`config.mk`:
```
export PLATFORM = sky130hd
export DESIGN_NAME = mmpu_cmd_dispatch
export DESIGN_NICKNAME = d
export VERILOG_FILES = /design/src/rtl/mmpu_cmd_dispatch.sv
export SDC_FILE = /design/constraint.sdc
export NUM_CORES = 1
export LEC_CHECK = 0
export BUFFER_PORTS_ARGS = -buffer_cell sky130_fd_sc_hd__buf_2
export CAP_MARGIN = 20
export CORE_UTILIZATION = 30
export DETAILED_ROUTE_END_ITERATION = 12
export HOLD_SLACK_MARGIN = 0.05
export SETUP_SLACK_MARGIN = 0.15
export SYNTH_ARGS = -nofsm -noshare
export SYNTH_HDL_FRONTEND = slang
export SYNTH_SLANG_ARGS = --single-unit
export TNS_END_PERCENT = 30
```
`constraint.sdc`:
```
create_clock -name clk -period 18.72 [get_ports clk]
set_clock_uncertainty 0.15 [all_clocks]
set_input_delay 3.744 -clock clk [delete_from_list [all_inputs] [get_ports clk]]
set_output_delay 3.744 -clock clk [all_outputs]
set_load 0.005 [all_outputs]
```
`src/rtl/mmpu_cmd_dispatch.sv`:
```
`default_nettype none
// ============================================================================
//  Module   : mmpu_cmd_dispatch
//  Purpose  : Queues decoded PIM operations and expands each one into
//             per-row mMPU commands over a valid/ready port, with a
//             registered per-crossbar enable mask for a (possibly wrapping)
//             crossbar range.
//  Revision : 1.0 - initial release
// ============================================================================
module mmpu_cmd_dispatch #(
    parameter int ADDR_W     = 10,
    parameter int ROW_W      = 10,
    parameter int NUM_XBAR   = 64,
    parameter int XSEL_W     = 6,
    parameter int FIFO_DEPTH = 8
) (
    input  logic                clk,
    input  logic                reset_n,
    input  logic                flush,
    // command queue input
    input  logic                in_valid,
    output logic                in_ready,
    input  logic [1:0]          in_op,
    input  logic                in_col,
    input  logic [ADDR_W-1:0]   in_dest,
    input  logic [ADDR_W-1:0]   in_src1,
    input  logic [ADDR_W-1:0]   in_src2,
    input  logic [ROW_W-1:0]    in_row_start,
    input  logic [ROW_W-1:0]    in_row_end,
    input  logic [XSEL_W-1:0]   in_xbar_start,
    input  logic [XSEL_W-1:0]   in_xbar_end,
    // expanded command output
    output logic                out_valid,
    input  logic                out_ready,
    output logic [1:0]          out_op,
    output logic [ADDR_W-1:0]   out_dest,
    output logic [ADDR_W-1:0]   out_src1,
    output logic [ADDR_W-1:0]   out_src2,
    output logic [ROW_W-1:0]    out_row,
    output logic [NUM_XBAR-1:0] out_xbar_mask,
    // status
    output logic                fifo_empty,
    output logic                fifo_full,
    output logic                busy
);

    localparam int               PTR_W   = (FIFO_DEPTH > 1) ? $clog2(FIFO_DEPTH) : 1;
    localparam int               CNT_W   = PTR_W + 1;
    localparam logic [1:0]       OP_NOP  = 2'b00;
    localparam logic [ROW_W-1:0] ROW_ONE = ROW_W'(1);
    localparam logic [PTR_W-1:0] PTR_ONE = PTR_W'(1);
    localparam logic [CNT_W-1:0] CNT_MAX = CNT_W'(FIFO_DEPTH);

    typedef struct packed {
        logic [1:0]        op;
        logic              col;
        logic [ADDR_W-1:0] dest;
        logic [ADDR_W-1:0] src1;
        logic [ADDR_W-1:0] src2;
        logic [ROW_W-1:0]  row_start;
        logic [ROW_W-1:0]  row_end;
        logic [XSEL_W-1:0] xbar_start;
        logic [XSEL_W-1:0] xbar_end;
    } entry_t;

    typedef enum logic [0:0] {
        S_IDLE  = 1'b0,
        S_ISSUE = 1'b1
    } state_t;

    // ------------------------------------------------------------------
    // Queue storage and bookkeeping
    // ------------------------------------------------------------------
    entry_t             mem_q [FIFO_DEPTH];
    logic [PTR_W-1:0]   wr_ptr_q;
    logic [PTR_W-1:0]   rd_ptr_q;
    logic [CNT_W-1:0]   count_q;

    entry_t             in_entry;
    entry_t             head;
    logic               push;
    logic               pop;
    logic               last_row;
    logic [NUM_XBAR-1:0] head_mask;

    // ------------------------------------------------------------------
    // Working registers of the command being expanded
    // ------------------------------------------------------------------
    state_t              state_q;
    logic                valid_q;
    logic [1:0]          op_q;
    logic                col_q;
    logic [ADDR_W-1:0]   dest_q;
    logic [ADDR_W-1:0]   src1_q;
    logic [ADDR_W-1:0]   src2_q;
    logic [ROW_W-1:0]    row_q;
    logic [ROW_W-1:0]    row_end_q;
    logic [NUM_XBAR-1:0] mask_q;

    assign in_entry = '{op:         in_op,
                        col:        in_col,
                        dest:       in_dest,
                        src1:       in_src1,
                        src2:       in_src2,
                        row_start:  in_row_start,
                        row_end:    in_row_end,
                        xbar_start: in_xbar_start,
                        xbar_end:   in_xbar_end};

    assign head       = mem_q[rd_ptr_q];
    assign fifo_empty = (count_q == '0);
    assign fifo_full  = (count_q == CNT_MAX);
    assign in_ready   = !fifo_full;

    // A full queue never accepts, even if the head leaves in the same cycle.
    assign push     = in_valid && in_ready && !flush;
    assign last_row = col_q || (row_q == row_end_q);
    // Pop when idle, or when the active command's final row is handed off.
    assign pop      = !flush && !fifo_empty &&
                      ((state_q == S_IDLE) ||
                       ((state_q == S_ISSUE) && out_ready && last_row));

    // Crossbar enable mask for the head entry; a start above end wraps through the top index.
    always_comb begin
        int xs;
        int xe;
        head_mask = '0;
        xs        = int'(head.xbar_start);
        xe        = int'(head.xbar_end);
        for (int i = 0; i < NUM_XBAR; i++) begin
            if (xs <= xe) begin
                head_mask[i] = (i >= xs) && (i <= xe);
            end else begin
                head_mask[i] = (i >= xs) || (i <= xe);
            end
        end
    end

    // Queue payload storage; contents need no reset because count gates every read.
    always_ff @(posedge clk) begin
        if (push) begin
            mem_q[wr_ptr_q] <= in_entry;
        end
    end

    // Queue pointers and occupancy; flush empties the queue outright.
    always_ff @(posedge clk or negedge reset_n) begin
        if (!reset_n) begin
            wr_ptr_q <= '0;
            rd_ptr_q <= '0;
            count_q  <= '0;
        end else if (flush) begin
            wr_ptr_q <= '0;
            rd_ptr_q <= '0;
            count_q  <= '0;
        end else begin
            if (push) begin
                wr_ptr_q <= wr_ptr_q + PTR_ONE;
            end
            if (pop) begin
                rd_ptr_q <= rd_ptr_q + PTR_ONE;
            end
            count_q <= count_q + CNT_W'(push) - CNT_W'(pop);
        end
    end

    // Expansion FSM: loads a popped non-NOP entry and steps rows on each handshake.
    always_ff @(posedge clk or negedge reset_n) begin
        if (!reset_n) begin
            state_q   <= S_IDLE;
            valid_q   <= 1'b0;
            op_q      <= '0;
            col_q     <= 1'b0;
            dest_q    <= '0;
            src1_q    <= '0;
            src2_q    <= '0;
            row_q     <= '0;
            row_end_q <= '0;
            mask_q    <= '0;
        end else if (flush) begin
            state_q <= S_IDLE;
            valid_q <= 1'b0;
        end else if (pop && (head.op != OP_NOP)) begin
            // Covers both the idle start and the back-to-back hand-off.
            state_q   <= S_ISSUE;
            valid_q   <= 1'b1;
            op_q      <= head.op;
            col_q     <= head.col;
            dest_q    <= head.dest;
            src1_q    <= head.src1;
            src2_q    <= head.src2;
            row_q     <= head.row_start;
            row_end_q <= head.row_end;
            mask_q    <= head_mask;
        end else if ((state_q == S_ISSUE) && out_ready) begin
            if (last_row) begin
                // Completed with nothing (or only a NOP) to follow.
                state_q <= S_IDLE;
                valid_q <= 1'b0;
            end else begin
                row_q <= row_q + ROW_ONE;
            end
        end
    end

    assign busy          = (state_q == S_ISSUE);
    assign out_valid     = valid_q;
    assign out_op        = op_q;
    assign out_dest      = dest_q;
    assign out_src1      = src1_q;
    assign out_src2      = src2_q;
    assign out_row       = row_q;
    assign out_xbar_mask = mask_q;

endmodule
`default_nettype wire

```
==> results of run 1 <==
-- synth_stat cells, types with 15 or more instances --
library cell | count | area, µm²
inv_1 | 19 | 71.32
nand3_1 | 19 | 95.09
o21ai_1 | 65 | 325.3
nor2_1 | 57 | 214.0
a31oi_1 | 18 | 112.6
mux2i_1 | 78 | 780.8
clkbuf_1 | 38 | 142.6
nand2_1 | 142 | 533.0
edfxtp_1 | 520 | 15610
mux4_2 | 114 | 2567
buf_2 | 37 | 185.2
o21ai_0 | 48 | 240.2
a21oi_1 | 53 | 265.3
maj3_2 | 17 | 191.4
maj3_1 | 20 | 200.2
dfrtp_1 | 128 | 3203
ha_1 | 15 | 187.7
-- state kept, by name, summed over array words and instances (netlist names) --
register       count
col_q              1
out_row           10
out_xbar_mask     64
out_dest          10
out_valid          1
mem_q            520
count_q            4
rd_ptr_q           3
row_end_q         10
wr_ptr_q           3
out_src1          10
out_op             2
out_src2          10
-- layout make-up --
type,count,area (µm²),share of cell area
clock inverter,26,234.0,0.007549
sequential,648,18830,0.6075
inverter,26,105.1,0.003391
tap,1165,1458,0.04703
antenna,3,7.507,0.0002422
multi-input combinational,831,7340,0.2368
clock buffer,94,1932,0.06233
timing repair buffer,204,1087,0.03508
-- through the flow --
step | setup slack (ns) | hold WS [ns] | utilization | cells
global route | 12.31 | 0.3449 | 0.3507 | 2996
global placement | 11.94 | 0.3109 | 0.3261 | 2874
detailed placement | 11.89 | 0.3216 | 0.3261 | 2874
CTS | 12.52 | 0.3352 | 0.3506 | 2994
finish | 12.55 | 0.3315 | 0.3507 | 2997
floorplan | 9.225 | 0.3179 | - | 1605
-- worst paths after layout --
check,depth (start not counted),from,end
setup / recovery,4,flush,mem_q[4][32]
hold / removal,1,out_xbar_mask[62],out_xbar_mask[62]
setup reg to reg,14,rd_ptr_q[0],out_xbar_mask[62]
hold reg to reg,1,out_xbar_mask[62],out_xbar_mask[62]
max in group asynchronous,2,reset_n,out_xbar_mask[32]
min in group asynchronous,1,reset_n,out_xbar_mask[17]
-- per-layer routing --
metal / GRT usage / up-vias
met5: 0 / -
met4: 0.04009 / 16
met3: 0.04329 / 127
met2: 0.2435 / 521
met1: 0.1947 / 7557
li1: - / 6614
-- cell families (layout without fill, tap and decap cells) --
logic type	Yosys count	in the layout	share of synthesized area
AOI/OAI and AO/OA	281	281	0.06552
xor gates and xnor gates	16	16	0.005241
adders and majority gates	53	53	0.02242
buffers and inverters	126	350	0.02480
DFF	648	648	0.7039
muxes	200	200	0.1287
other	0	3	0
and+or+nand+nor	281	281	0.04942
-- power breakdown --
| part | total, mW | leakage, nW | internal [mW] | switching [mW] |
|---|---|---|---|---|
| sequential | 1.89 | 6.25 | 1.74 | 0.155 |
| clock | 1.31 | 1.06 | 0.755 | 0.556 |
| combinational | 1.89 | 3.15 | 0.731 | 1.16 |
| total | 5.09 | 10.5 | 3.22 | 1.87 |
==> summary.md, run 1 <==
| Metric | Value |
|---|---|
| Core ar. | `between 80,000 and 90,000 µm²` |
| Layout area overhead | `15.92%` |
| Total GRT Usage | `0.1496` |
| Drt pass-1 iters | `6` |
| Antenna Nets Post-Route | `0` |
| Syn Area/Cell | `roughly 17 µm²` |
| # DRC | `0` |
| Cell variety after synth | `83` |
| H-tree levels | `3` |
| Die Y | `between 300 and 400 µm` |
| CTS buffer count | `between 60 and 70` |
| Post-cts sizing count | `0` |
| Maximum vdd drop | `125.3 µV` |
| Fin crit share | `0.3298` |
| Post-synth EDFFs | `between 500 and 600` |
| Placer Congestion | `roughly 0.84` |
| Overflow after GRT | `0` |
| Hold buffers post-CTS | `0` |
| Synthesis Warnings | `0` |
| Reg2Reg Setup Slack | `12.73 ns` |
| Max layer used | `met5` |
| Worst Path Required | `~19 ns` |
| # clock sinks | `between 600 and 700` |
| Setup CP Type | `input port to register` |
| Ys async rst share | `0.1975` |
| Max-cap viol count | `0` |
| CTS root buffer | `clkbuf_16` |
| Worst path cell trace | `buf_2, or3_1, nor2_4, buf_4` |
| Total power | `around 5.1 mW` |
| Final min period | `6.175 ns` |
| Mapped cell area | `around 27,000 µm²` |
| Post-DP Area | `around 29,000 µm²` |
| Seq/Total Area, Yosys | `0.7039` |
| Final Max Slew Viols | `0` |
| Commonest non-fill, non-tap cell in the layout | `edfxtp_1` |
| CP max stage cell | `nor2_4` |
| Worst-Margin Slew | `between 1 and 1.5 ns` |
| FF+latch count, synth | `648` |
| Cell count after synthesis | `between 1.5k and 2k` |
| Global-route wire length before repair | `between 100,000 and 150,000 µm` |
| DR WL met2 | `roughly 33,000 µm` |
| Worst-path clk slew | `~0.060 ns` |
| Detailed placement HPWL | `about 42,000 µm` |
| Min-delay worst type | `register to register` |
| Crit-path max cell delay | `approximately 0.8 ns` |
| Largest net degree at the start of global routing | `73` |
| Initial core utilization | `0.3025` |
| DRT iter0 DRCs | `roughly 1.2k` |
| Routed wire per std cell | `22.47 µm` |
| DR WL met3 | `5176 µm` |
| Die footprint | `between 90,000 and 100,000 µm²` |
| RSZ-0062 raised after global routing | `false` |
| Post-CTS Setup Inserts | `0` |
| Status | `finished clean` |
| P per Cell Area | `roughly 160 nW/µm²` |
| CP Launch Type | `input port` |
| Post-Route M1 WL | `27,840 µm` |
| Std cell rows | `109` |
| Fmax achieved | `approximately 160 MHz` |
| Post-route cell area | `a little over 30,000 µm²` |
| Top cell family by delay on the critical path | `simple AND/OR/NAND/NOR gates` |
| Fraction of layout instances using a drive strength above 1 | `0.2717` |
| Crit-path max FO | `39` |
| Final setup fails | `0` |
| Deepest clock path buffer count | `3` |
| Number of port buffers | `180` |
| Setup_tns | `0 ns` |
| CTS tree | `built` |
| Later-pin clock latency in the skew report | `around 0.60 ns` |
| Chip Width | `300.5 µm` |
| Final nets | `1,864` |
| Worst path arrival time | `6.25 ns` |
| Drt total wl | `between 60,000 and 70,000 µm` |
| Commonest cells after routing, fill and taps aside | `520 x edfxtp_1, 179 x buf_2, 142 x nand2_1` |
| Leak | `~10 nW` |
| Top_reg_cell synth | `edfxtp_1` |
| Initial antenna violation count | `23` |
| Setup crit end kind | `register` |
| Syn nets | `around 1.7k` |
| Vias | `roughly 15k` |
| Slew headroom | `0.2437` |
| Top-Level Pins | `181` |
| Hold Vio Cnt, Final | `0` |
| Fill count | `8,400` |
| Vias in the first global route | `about 15k` |
| Post-DR vias/cell | `about 4.9` |
| Crit path buf inv count | `2` |
(Power assumes the default switching activity.)
==> run 2, diff against run 1 <==
==> constraint.sdc (replaced) <==
create_clock -name clk -period 6.33 [get_ports clk]
set_clock_uncertainty 0.15 [all_clocks]
set_input_delay 1.266 -clock clk [delete_from_list [all_inputs] [get_ports clk]]
set_output_delay 1.266 -clock clk [all_outputs]
set_load 0.005 [all_outputs]
==> summary.md, run 2 (synthesis gave the netlist of run 1 again) <==
| Metric | Value |
|---|---|
| Status | `finished clean` |
| Fill count | `8,357 (-0.51%)` |
| CP max stage cell | `nor2b_1` |
| Top-Level Pins | `181 (unchanged)` |
| CP Launch Type | `register` |
| # DRC | `0 (unchanged)` |
| Total GRT Usage | `0.1530 (+0.003411)` |
| # clock sinks | `648 (unchanged)` |
| Worst path arrival time | `5.10 ns (-1.15 ns)` |
| Routed wire per std cell | `22.96 µm (+2.2%)` |
| Deepest clock path buffer count | `3 (unchanged)` |
| Drt pass-1 iters | `6 (unchanged)` |
| Drt total wl | `69,110 µm (+2.6%)` |
| Largest Register | `mem_q` |
| Maximum vdd drop | `443.4 µV (+250%)` |
| Final min period | `around 4.8 ns` |
| H-tree levels | `3 (unchanged)` |
| Overflow after GRT | `0 (unchanged)` |
| DRT iter0 DRCs | `1,021 (-16%)` |
| Setup CP Type | `register to register` |
| Post-cts sizing count | `0 (unchanged)` |
| Std cell rows | `109 (unchanged)` |
| CTS root buffer | `clkbuf_16` |
| RSZ-0062 raised after global routing | `false` |
| Detailed placement HPWL | `42,910 µm (+1.8%)` |
| Setup_tns | `0 ns (unchanged)` |
| Commonest cells after routing, fill and taps aside | `520 x edfxtp_1, 179 x buf_2, 142 x nand2_1` |
| Placer Congestion | `0.9051 (+7.4%)` |
| Global-route wire length before repair | `102,500 µm (+1.3%)` |
| Top cell family by delay on the critical path | `simple AND/OR/NAND/NOR gates` |
| Initial antenna violation count | `21 (-8.7%)` |
| Fin crit share | `0.7582` |
| Later-pin clock latency in the skew report | `0.63 ns (+0.03 ns)` |
| Final nets | `1,869 (+0.27%)` |
| Largest net degree at the start of global routing | `117 (+60%)` |
| Post-route cell area | `31,280 µm² (+0.92%)` |
| Final setup fails | `0 (unchanged)` |
| Max reg flops | `520 (unchanged)` |
| Crit-path max cell delay | `0.75 ns (-0.05 ns)` |
| P per Cell Area | `488.9 nW/µm² (+200%)` |
| Post-DR vias/cell | `4.946 (about the same)` |
| Fraction of layout instances using a drive strength above 1 | `0.2701 (-0.001624)` |
| Worst path cell trace | `nor2b_1, a22o_1, or2_1, inv_4, ha_1, a21oi_1, a21boi_0, o32ai_4, buf_4, nor2_1, a221oi_1, o31ai_1` |
| Post-CTS Setup Inserts | `0 (unchanged)` |
| Setup crit end kind | `register` |
| Core ar. | `88,370 µm² (unchanged)` |
| Worst Path Required | `6.63 ns (-12.16 ns)` |
| Fmax achieved | `208.4 MHz` |
| Die footprint | `90,320 µm² (unchanged)` |
| Max-cap viol count | `0 (unchanged)` |
| Chip Width | `300.5 µm (unchanged)` |
| Min Hold Slack | `0.3294 ns (-0.002069 ns)` |
| Crit path buf inv count | `2 (unchanged)` |
| Final Max Slew Viols | `0 (unchanged)` |
| Hold Vio Cnt, Final | `0 (unchanged)` |
| Worst-Margin Slew | `1.044 ns (-0.09069 ns)` |
| Post-DP Area | `28,930 µm² (+0.39%)` |
| Vias | `14.89k (+0.35%)` |
| Leak | `10.56 nW (+0.95%)` |
| Number of port buffers | `180 (unchanged)` |
| Die Y | `300.5 µm (unchanged)` |
| Antenna Nets Post-Route | `0 (unchanged)` |
| Finished Layout Cells | `3,010 (+0.43%)` |
| Crit-path max FO | `48 (+23%)` |
| Initial core utilization | `0.3025 (unchanged)` |
| Worst-path clk slew | `0.06 ns (about the same)` |
| Layout area overhead | `16.99%` |
| Vias in the first global route | `15.35k (-0.17%)` |
| CTS buffer count | `69 (+3.0%)` |
| Layout Utilization | `0.3539 (+0.003242)` |
| CTS tree | `built` |
| Min-delay worst type | `register to register` |
| Placed Instances | `2,877 (+0.10%)` |
| Commonest non-fill, non-tap cell in the layout | `edfxtp_1` |
| Hold buffers post-CTS | `0 (unchanged)` |
| Slew headroom | `0.3042 (+0.06046)` |
run 2: cell types whose count changed in the layout (fill, tap and decap cells not counted), sizes merged:
cell | previous run | this run
buf | 204 | 207
bufinv | 2 | 6
clkbuf | 94 | 99
clkinvlp | 5 | 2
diode | 3 | 5
inv | 28 | 30
run 2: worst paths after layout:
| path | start | to | slack [ns] | cells after the start |
|---|---|---|---|---|
| max in group asynchronous | reset_n | rd_ptr_q[1] | 4.11 | 2 |
| min | out_xbar_mask[14] | out_xbar_mask[14] | 0.33 | 2 |
| min reg2reg | out_xbar_mask[14] | out_xbar_mask[14] | 0.33 | 2 |
| max | rd_ptr_q[1] | out_xbar_mask[54] | 1.53 | 12 |
| max reg2reg | rd_ptr_q[1] | out_xbar_mask[54] | 1.53 | 12 |
| min in group asynchronous | reset_n | out_op[0] | 0.50 | 1 |
run 2: layer usage:
layer / global-route usage / vias up / routed length, µm
met5: 0 / - / 78
met4: 0.04665 / 14 / 1836
met3: 0.04069 / 148 / 4710
met2: 0.2498 / 473 / 33110
met1: 0.1986 / 7631 / 29380
li1: - / 6621 / -
run 2: stage by stage:
step,setup WS [ns],total power [mW]
global placement,1.713,11.22
global route,1.264,16.13
floorplan,-0.4952,9.385
detailed placement,1.646,11.27
CTS,1.609,15.42
finish,1.531,15.29
run 2: cell type report:
cell class / instances / area [µm²] / area share
antenna: 5 / 12.51 / 0.0004000
clock buffer: 99 / 1899 / 0.06072
clock inverter: 29 / 436.7 / 0.01396
inverter: 26 / 105.1 / 0.003360
multi-input combinational: 831 / 7346 / 0.2348
sequential: 648 / 18830 / 0.6020
tap: 1165 / 1458 / 0.04660
timing repair buffer: 207 / 1192 / 0.03812
run 2: report_power, final:
part / switching, mW / leakage (nW) / internal [mW] / total [mW]
sequential: 0.344 / 6.25 / 5.13 / 5.48
clock: 1.73 / 1.12 / 2.39 / 4.12
combinational: 3.53 / 3.18 / 2.16 / 5.69
total: 5.61 / 10.6 / 9.69 / 15.3
run 2: worst reg2reg max path: stages (launching register included):
cell	delay (ns)
dfrtp_4	0.53
nor2b_1	0.75
a22o_1	0.28
or2_1	0.68
inv_4	0.19
ha_1	0.37
a21oi_1	0.15
a21boi_0	0.19
o32ai_4	0.31
buf_4	0.52
nor2_1	0.15
a221oi_1	0.29
o31ai_1	0.10
